[config.mk]
export PLATFORM = sky130hd
export DESIGN_NAME = dbg_cap
export DESIGN_NICKNAME = d
export VERILOG_FILES = /design/src/rtl/dbg_pkg.sv /design/src/rtl/dbg_cap_mem.sv /design/src/rtl/dbg_cap.sv
export SDC_FILE = /design/constraint.sdc
export NUM_CORES = 2
export LEC_CHECK = 0
export ABC_AREA = 1
export CAP_MARGIN = 15
export CORE_AREA = 2 2 550 552
export CTS_CLUSTER_DIAMETER = 200
export DETAILED_ROUTE_END_ITERATION = 8
export DIE_AREA = 0 0 552 554
export HOLD_SLACK_MARGIN = 0.05
export MAX_ROUTING_LAYER = met4
export PLACE_DENSITY = 0.45
export SYNTH_ARGS = -nofsm -noshare
export SYNTH_HDL_FRONTEND = slang
export SYNTH_SLANG_ARGS = --single-unit
[constraint.sdc]
create_clock -name clk_i -period 9.3 [get_ports clk_i]
set_input_delay 2.325 -clock clk_i [delete_from_list [all_inputs] [get_ports clk_i]]
set_output_delay 2.325 -clock clk_i [all_outputs]
set_load 0.05 [all_outputs]
[src/rtl/dbg_pkg.sv]
// Shared definitions for the debug capture engine: state encoding and the
// bit map of the packed pipeline probe vector.
package dbg_pkg;

    localparam int DBG_PROBE_BW = 128;

    typedef enum logic [1:0] {
        DBG_CAP_IDLE    = 2'd0,
        DBG_CAP_ARMED   = 2'd1,
        DBG_CAP_CAPTURE = 2'd2,
        DBG_CAP_DONE    = 2'd3
    } dbg_cap_state_e;

    // Probe vector field positions, shared with firmware decode
    localparam int DBG_CTL_BIT      = 0;
    localparam int DBG_MIC_BIT      = 1;
    localparam int DBG_DFE_LSB      = 2;
    localparam int DBG_DFE_MSB      = 9;
    localparam int DBG_DFE_VLD_BIT  = 10;
    localparam int DBG_ACO_LSB      = 11;
    localparam int DBG_ACO_MSB      = 114;
    localparam int DBG_ACO_VLD_BIT  = 115;
    localparam int DBG_ACO_LAST_BIT = 116;
    localparam int DBG_WRD_WAKE_BIT = 117;
    localparam int DBG_WRD_VLD_BIT  = 118;

endpackage

[src/rtl/dbg_cap_mem.sv]
// Sample buffer for the capture engine: one write port and one registered
// read port, kept separate so an SRAM macro can replace it.
module dbg_cap_mem #(
    parameter int DEPTH = 16,
    parameter int WIDTH = 128,
    localparam int AW = $clog2(DEPTH)
) (
    input  logic             clk_i,
    input  logic             rst_i,
    input  logic             we_i,
    input  logic [AW-1:0]    waddr_i,
    input  logic [WIDTH-1:0] wdata_i,
    input  logic             re_i,
    input  logic [AW-1:0]    raddr_i,
    output logic [WIDTH-1:0] rdata_o
);

    logic [WIDTH-1:0] mem_q [DEPTH];
    logic [WIDTH-1:0] rdata_q;

    // Array contents are deliberately left out of reset
    always_ff @(posedge clk_i) begin
        if (we_i) begin
            mem_q[waddr_i] <= wdata_i;
        end
    end

    always_ff @(posedge clk_i or posedge rst_i) begin
        if (rst_i) begin
            rdata_q <= '0;
        end else if (re_i) begin
            rdata_q <= mem_q[raddr_i];
        end
    end

    assign rdata_o = rdata_q;

endmodule

[src/rtl/dbg_cap.sv]
// Logic-analyzer capture engine: masked-match trigger, DEPTH-sample capture
// and valid/ready playback. DBG_CAP_DECIM_EN adds capture decimation (decim_i).
module dbg_cap
    import dbg_pkg::*;
#(
    parameter int PROBE_BW = DBG_PROBE_BW,
    parameter int DEPTH    = 16,
    localparam int CNT_BW  = $clog2(DEPTH) + 1
) (
    input  logic                clk_i,
    input  logic                rst_i,
    input  logic [PROBE_BW-1:0] probe_i,
    input  logic                arm_i,
    input  logic [PROBE_BW-1:0] trig_mask_i,
    input  logic [PROBE_BW-1:0] trig_value_i,
    output logic [1:0]          state_o,
    output logic                trig_o,
    output logic [CNT_BW-1:0]   wr_cnt_o,
    output logic [PROBE_BW-1:0] rd_data_o,
    output logic                rd_valid_o,
    input  logic                rd_ready_i
`ifdef DBG_CAP_DECIM_EN
    ,
    input  logic [7:0]          decim_i
`endif
);

    localparam int AW = $clog2(DEPTH);
    localparam logic [CNT_BW-1:0] LAST_C = CNT_BW'(DEPTH - 1);
    localparam logic [CNT_BW-1:0] ONE_C  = CNT_BW'(1);

    dbg_cap_state_e    state_q, state_d;
    logic [CNT_BW-1:0] wr_cnt_q, wr_cnt_d;
    logic [CNT_BW-1:0] rd_ptr_q, rd_ptr_d;
    logic              trig_q, trig_d;
    logic              hit, store, accept, wr_en, rd_en;

    assign hit    = ((probe_i ^ trig_value_i) & trig_mask_i) == '0;
    assign accept = (state_q == DBG_CAP_DONE) & rd_ready_i;

`ifdef DBG_CAP_DECIM_EN
    logic [7:0] div_q, div_d;

    // >= keeps the divider from running away if decim_i shrinks mid-capture
    assign store = (state_q == DBG_CAP_CAPTURE) && (div_q >= decim_i);

    always_comb begin
        div_d = div_q + 8'd1;
        if (arm_i || (state_q != DBG_CAP_CAPTURE) || store) begin
            div_d = '0;
        end
    end

    always_ff @(posedge clk_i or posedge rst_i) begin
        if (rst_i) begin
            div_q <= '0;
        end else begin
            div_q <= div_d;
        end
    end
`else
    assign store = (state_q == DBG_CAP_CAPTURE);
`endif

    always_ff @(posedge clk_i or posedge rst_i) begin
        if (rst_i) begin
            state_q <= DBG_CAP_IDLE;
        end else begin
            state_q <= state_d;
        end
    end

    always_comb begin
        state_d = state_q;
        if (arm_i) begin
            state_d = DBG_CAP_ARMED;
        end else begin
            case (state_q)
                DBG_CAP_ARMED:   if (hit) state_d = DBG_CAP_CAPTURE;
                DBG_CAP_CAPTURE: if (store && (wr_cnt_q == LAST_C)) state_d = DBG_CAP_DONE;
                DBG_CAP_DONE:    if (accept && (rd_ptr_q == LAST_C)) state_d = DBG_CAP_IDLE;
                default:         state_d = state_q;
            endcase
        end
    end

    always_comb begin
        wr_en    = 1'b0;
        trig_d   = 1'b0;
        wr_cnt_d = wr_cnt_q;
        rd_ptr_d = rd_ptr_q;
        if (arm_i) begin
            wr_cnt_d = '0;
            rd_ptr_d = '0;
        end else begin
            trig_d = (state_q == DBG_CAP_ARMED) && hit;
            if (trig_d || store) begin
                wr_en    = 1'b1;
                wr_cnt_d = wr_cnt_q + ONE_C;
            end
            if (accept) begin
                rd_ptr_d = rd_ptr_q + ONE_C;
            end
        end
        state_o    = state_q;
        trig_o     = trig_q;
        wr_cnt_o   = wr_cnt_q;
        rd_valid_o = (state_q == DBG_CAP_DONE);
    end

    // Prefetch the sample the next cycle will present, so data and valid rise together
    assign rd_en = (state_d == DBG_CAP_DONE);

    always_ff @(posedge clk_i or posedge rst_i) begin
        if (rst_i) begin
            wr_cnt_q <= '0;
            rd_ptr_q <= '0;
            trig_q   <= 1'b0;
        end else begin
            wr_cnt_q <= wr_cnt_d;
            rd_ptr_q <= rd_ptr_d;
            trig_q   <= trig_d;
        end
    end

    dbg_cap_mem #(
        .DEPTH (DEPTH),
        .WIDTH (PROBE_BW)
    ) u_mem (
        .clk_i   (clk_i),
        .rst_i   (rst_i),
        .we_i    (wr_en),
        .waddr_i (wr_cnt_q[AW-1:0]),
        .wdata_i (probe_i),
        .re_i    (rd_en),
        .raddr_i (rd_ptr_d[AW-1:0]),
        .rdata_o (rd_data_o)
    );

endmodule
-- Yosys cells after proc, flatten, opt, wreduce, memory -nomap -nowiden
Memories as Yosys holds them, arrays and structs flattened. A register that Yosys moved wholly into a read port is not among the register bits.
Index checks and enable logic that the tools add are counted.
- flip-flop bits (word level): 13
- bits in writable memories: 2048
- input port bits: 388
- logic and storage cells: 38
- memories: 1
- memories (memory ; depth ; width ; rd ports ; clocked after memory_dff ; wr ports ; RTL line ; text):
    u_mem.mem_q ; 16 ; 128 ; 1 ; 1 ; 1 ; dbg_cap_mem.sv:18 ; logic [WIDTH-1:0] mem_q [DEPTH];
- add/subtract/negate cells: 2
- eq/ne operators: 6
- muxes and demuxes: 14
- bitwise logic cells: 3
- reduce and logical (&&, ||, !) cells: 7
- operators by type and width (operator ; number):
    128-bit AND ; 1
    128-bit zero test ; 1
    128-bit XOR ; 1
    5-bit two-way mux ; 4
    5-bit by 1-bit adder with 5-bit output, second input constant ; 2
    5-bit by 4-bit equality test with 1-bit output, second input constant ; 2
    2-bit two-way mux ; 4
    2-bit equality test, second input constant ; 3
    2-bit case mux with 3 select lines ; 1
    1-bit two-way mux ; 5
    2-bit nonzero test ; 2
    1-bit logical AND ; 3
    2-bit by 1-bit equality test with 1-bit output, second input constant ; 1
    1-bit AND ; 1
    1-bit logical OR ; 1

-- Logic depth before layout (Yosys ltp)
- word-level depth: 9
- mapped depth: 17
- mapped depth without buffers: 15

-- Hierarchy
Synthesis repeated with hierarchy kept, for this count alone.
- cell total of the unflattened synthesis: 7678
- area, all modules: 88954.1 sq um
- modules (own cells, without submodules) (module ; times used ; cells each ; area each (sq um)):
    dbg_cap_mem ; 1 ; 6952 ; 85502.0
    dbg_cap ; 1 ; 726 ; 3452.1

-- Worst setup path before layout
Ideal clock, no wire load.
- path type: input to register
- start point: in trig_value_i[70]
- end point: mem u_mem.mem_q[3][0], enable pin
- data arrival time: 11.961 ns
- required time: 8.528 ns
- path slack: -3.433 ns
- cell stages on the path: 12
- path buffers: 0
- cell sequence: or2_1 nand3_1 nand2_1 nor2_1 nand2_1 nor2_1 nand2_1 nor2_1 nand2_1 nand2_1 nand3_1 nor3_1
- word-level cells in the longest chain between the ends: 9
- ends and longest elaborated chain (item ; RTL line ; text):
    from (decl) ; dbg_cap.sv:15 ; input logic [PROBE_BW-1:0] trig_value_i,
    128-bit XOR ; dbg_cap.sv:38 ; assign hit = ((probe_i ^ trig_value_i) & trig_mask_i) == '0;
    128-bit AND ; dbg_cap.sv:38 ;
    128-bit zero test ; dbg_cap.sv:38 ;
    1-bit logical AND ; dbg_cap.sv:96 ; trig_d = (state_q == DBG_CAP_ARMED) && hit;
    1-bit logical OR ; dbg_cap.sv:97 ; if (trig_d || store) begin
    1-bit two-way mux ; dbg_cap.sv:97 ;
    1-bit two-way mux ; dbg_cap.sv:92 ; if (arm_i) begin
    1-bit two-way mux ; dbg_cap_mem.sv:23 ; if (we_i) begin
    1-bit two-way mux (implied by the code) ; dbg_cap_mem.sv:24 ; mem_q[waddr_i] <= wdata_i;
    to (decl) ; dbg_cap_mem.sv:18 ;
Every way passes these cells.

-- Final worst setup path
- start point: in probe_i[68]
- end point: mem u_mem.mem_q[1][67], enable pin
- word-level cells in the longest chain between the ends: 9
- ends and longest elaborated chain (item ; RTL line ; text):
    from (decl) ; dbg_cap.sv:12 ; input logic [PROBE_BW-1:0] probe_i,
    128-bit XOR ; dbg_cap.sv:38 ;
    128-bit AND ; dbg_cap.sv:38 ;
    128-bit zero test ; dbg_cap.sv:38 ;
    1-bit logical AND ; dbg_cap.sv:96 ;
    1-bit logical OR ; dbg_cap.sv:97 ;
    1-bit two-way mux ; dbg_cap.sv:97 ;
    1-bit two-way mux ; dbg_cap.sv:92 ;
    1-bit two-way mux ; dbg_cap_mem.sv:23 ;
    1-bit two-way mux (implied by the code) ; dbg_cap_mem.sv:24 ;
Every way passes these cells.

==> impl_metrics.csv <==
group,metric,value,unit
cells_and_area,area_growth,19.4,%
outcome,outcome,"finished clean",
drt,wirelength,296000,um
synth,yosysUniqueCellTypes,28,
global_routing,grt_first_pass_wirelength,425000,um
clocking,clock-root-buffer,"clkbuf_16",
clocking,cts.sinks,2189,
die,dieWidth,552,um
synth,synth_top_area_frac,0.686,
timing,rsz0062_at_grt,"no",
placed_design,pre_cts_slack,1.44,ns
worst_setup_path,reg2reg_depth,15,
synth,synth_seq_cells,2189,
worst_setup_path,end_kind,"register",
worst_setup_path,crit_top_cell,"nand2_1",
clocking,htreeDepth,4,
worst_setup_path,required,9.84,ns
timing,slew_violations,0,
synth,async_reset_ff_frac,0.0644,
global_routing,grtUsageTotal,0.194,
timing,finClkSkew,0.0396,ns
worst_setup_path,cpPeakStageDelay,0.93,ns
worst_setup_path,worstSetupPathType,"input pin to register",
timing,finalCriticalPeriod,7.00,ns
global_routing,antenna_found_initial,21,
synth,ys_top_cells_by_count,"edfxtp_1, nor2_1, nand3_1",
power,total_power,21100,uW
worst_setup_path,crit_fanout,34,
worst_setup_path,crit_start,"probe_i[68]",
drt,ant_nets,0,
synth,synth-seq-area-share,0.725,
drt,dr.first_iter.drc_count,4938,
clocking,cts_made_buffers,242,
run,drv_cap,0,
cells_and_area,drive_gt1_frac,0.0581,
cells_and_area,final_util,0.358,
clocking,clk_latency,0.90,ns
timing,min_period_over_period,0.752,
timing,hold_viol,0,
power,cellPowerDensity,197,mW/mm^2
worst_setup_path,r2r_slack,4.88,ns
clocking,path_clk_slew,0.06,ns
synth,synth_top_area_cell,"edfxtp_1",
power,p_leak,0.0377,uW
die,core,0.299,sq mm
timing,timing.final.ws_setup,2.30,ns
die,die_area,0.306,sq mm
die,ios,525,
die,die_h,554,um
die,num_rows,201,
drt,viasPerCell,4.86,
drt,num_vias,60000,
synth,synth_ff_type,"edfxtp_1",
cells_and_area,fin_nets,8563,
synth,synth_most_common_cell,"edfxtp_1",
worst_setup_path,crit_end,"u_mem.mem_q[1][67]",
worst_setup_path,arrival,7.54,ns
worst_setup_path,startpoint_type,"input pin",
synth,synthesis.nets,8148,
placed_design,port_buffers,524,
clocking,ctsResizeCount,0,
timing,finalSetupViolations,0,
power,irDropWorstVdd,0.000167,V
clocking,clock_path_buffers,4,
drt,first_pass_iters,5,
clocking,cts_setup_buffers,0,
timing,tightest_slew,1.23,ns
worst_hold_path,hp-class,"register to register",
worst_setup_path,path_cells,"clkdlybuf4s50_1 -> or2_1 -> nand3_1 -> nand2_1 -> nor2_1 -> nand2_1 -> nor2_1 -> nand2_1 -> nor2_1 -> nand2_1 -> nand2_1 -> nand3_1 -> inv_1 -> nand2_1 -> nor2_4 -> buf_12",
die,start_util,0.300,
worst_setup_path,r2r_start,"state_o[0]",
synth,synth_area,0.0897,sq mm
drt,drc_errors,0,
worst_setup_path,slowest_stage,"clkdlybuf4s50_1",
drt,avgRoutedWirePerCell,23.9,um
clocking,cts_tree,"yes",
global_routing,overflow,0,
clocking,ctsHoldBuffers,0,
placed_design,dp_hpwl,158000,um
synth,synth_cells,7753,
timing,clock.fmax,143,MHz
synth,synth.area.top_cells,"edfxtp_1, nand3_1, nor2_1",
global_routing,grt_max_degree,220,
worst_hold_path,hold_depth,2,
synth,synth-edff-count,2048,
synth,ys_warn_count,0,
timing,whs,0.466,ns
synth,avgSynthCellArea,11.6,sq um
worst_setup_path,regToRegEndpoint,"u_mem.rdata_o[64]",
global_routing,grt_pass1_vias,59100,
timing,slew-limit-headroom,0.179,
placed_design,routabilityCongestion,0.774,
==> worst min path at each step <==
stage               slack [ns]               start            endpoint
floorplan                 0.53         rd_ptr_q[4]         rd_ptr_q[4]
global placement          0.46  u_mem.rdata_o[108]  u_mem.rdata_o[108]
detailed placement        0.46   u_mem.rdata_o[18]   u_mem.rdata_o[18]
CTS                       0.47   u_mem.rdata_o[18]   u_mem.rdata_o[18]
global route              0.49   u_mem.rdata_o[45]   u_mem.rdata_o[45]
finish                    0.47   u_mem.rdata_o[18]   u_mem.rdata_o[18]
==> worst max-delay path: cells and delay by family <==
family | cells | cell delay [ns]
AND/OR/NAND/NOR | 13 | 3.60
buffers and inverters | 3 | 1.51
==> registers in the layout (all words and copies together) (netlist names) <==
signal,count
trig_o,1
u_mem.rdata_o,128
wr_cnt_o,5
rd_ptr_q,5
u_mem.mem_q,2048
state_o,2
==> cell type report <==
| class | instances | area (sq um) |
|---|---|---|
| timing repair buffer | 635 | 6820 |
| clock buffer | 344 | 6840 |
| fill | 29300 | 192000 |
| multi-input combinational | 4558 | 20600 |
| clock inverter | 102 | 757 |
| antenna | 15 | 37.5 |
| inverter | 542 | 2080 |
| sequential | 2189 | 65000 |
| tap | 3958 | 4950 |
==> layer usage <==
| layer | GRT usage | wire [um] |
|---|---|---|
| met3 | 0.0222 | 12000 |
| met2 | 0.325 | 146000 |
| met5 | - | 0 |
| met1 | 0.247 | 130000 |
| met4 | 0.0563 | 8230 |
==> cells by family (layout without fill, tap and decap cells) <==
family          Yosys count  after routing  share of synthesized area
compound gates         1422           1422                     0.0798
xor+xnor                  2              2                   0.000195
fa+ha+maj                 7              7                   0.000976
buf+inv                1006           1623                     0.0470
flops                  2189           2189                      0.725
other cells               0             15                          0
simple gates           3127           3127                      0.147
==> stage by stage <==
step	std cells	cell area [sq um]	TNS, ns
2_1_floorplan	7753	89700	-1757.34
3_3_place_gp	11900	99500	0
3_5_place_dp	11900	99500	0
4_1_cts	12300	107000	0
5_1_grt	12300	107000	0
6_report	12300	107000	0
==> power breakdown <==
group | total (uW) | switching (uW) | internal [uW]
Clock | 9270 | 3940 | 5330
Combinational | 957 | 639 | 317
Sequential | 10900 | 49.3 | 10800
Total | 21100 | 4630 | 16500
==> layout by cell type (no fill, tap or decap), types with 52 or more instances in the layout <==
| master | synthesis | final |
|---|---|---|
| a21oi_1 | 371 | 371 |
| dfrtp_1 | 141 | 141 |
| inv_1 | 535 | 534 |
| nor2_1 | 1345 | 1333 |
| nand3_1 | 1027 | 1026 |
| clkdlybuf4s50_1 | 0 | 524 |
| buf_4 | 18 | 52 |
| o21ai_1 | 667 | 666 |
| buf_12 | 0 | 59 |
| edfxtp_1 | 2048 | 2048 |
| clkbuf_16 | 0 | 246 |
| clkbuf_1 | 141 | 66 |
| o21ai_0 | 367 | 367 |
| nand2_1 | 694 | 693 |
Note: power is estimated with default switching activity, not from simulation.
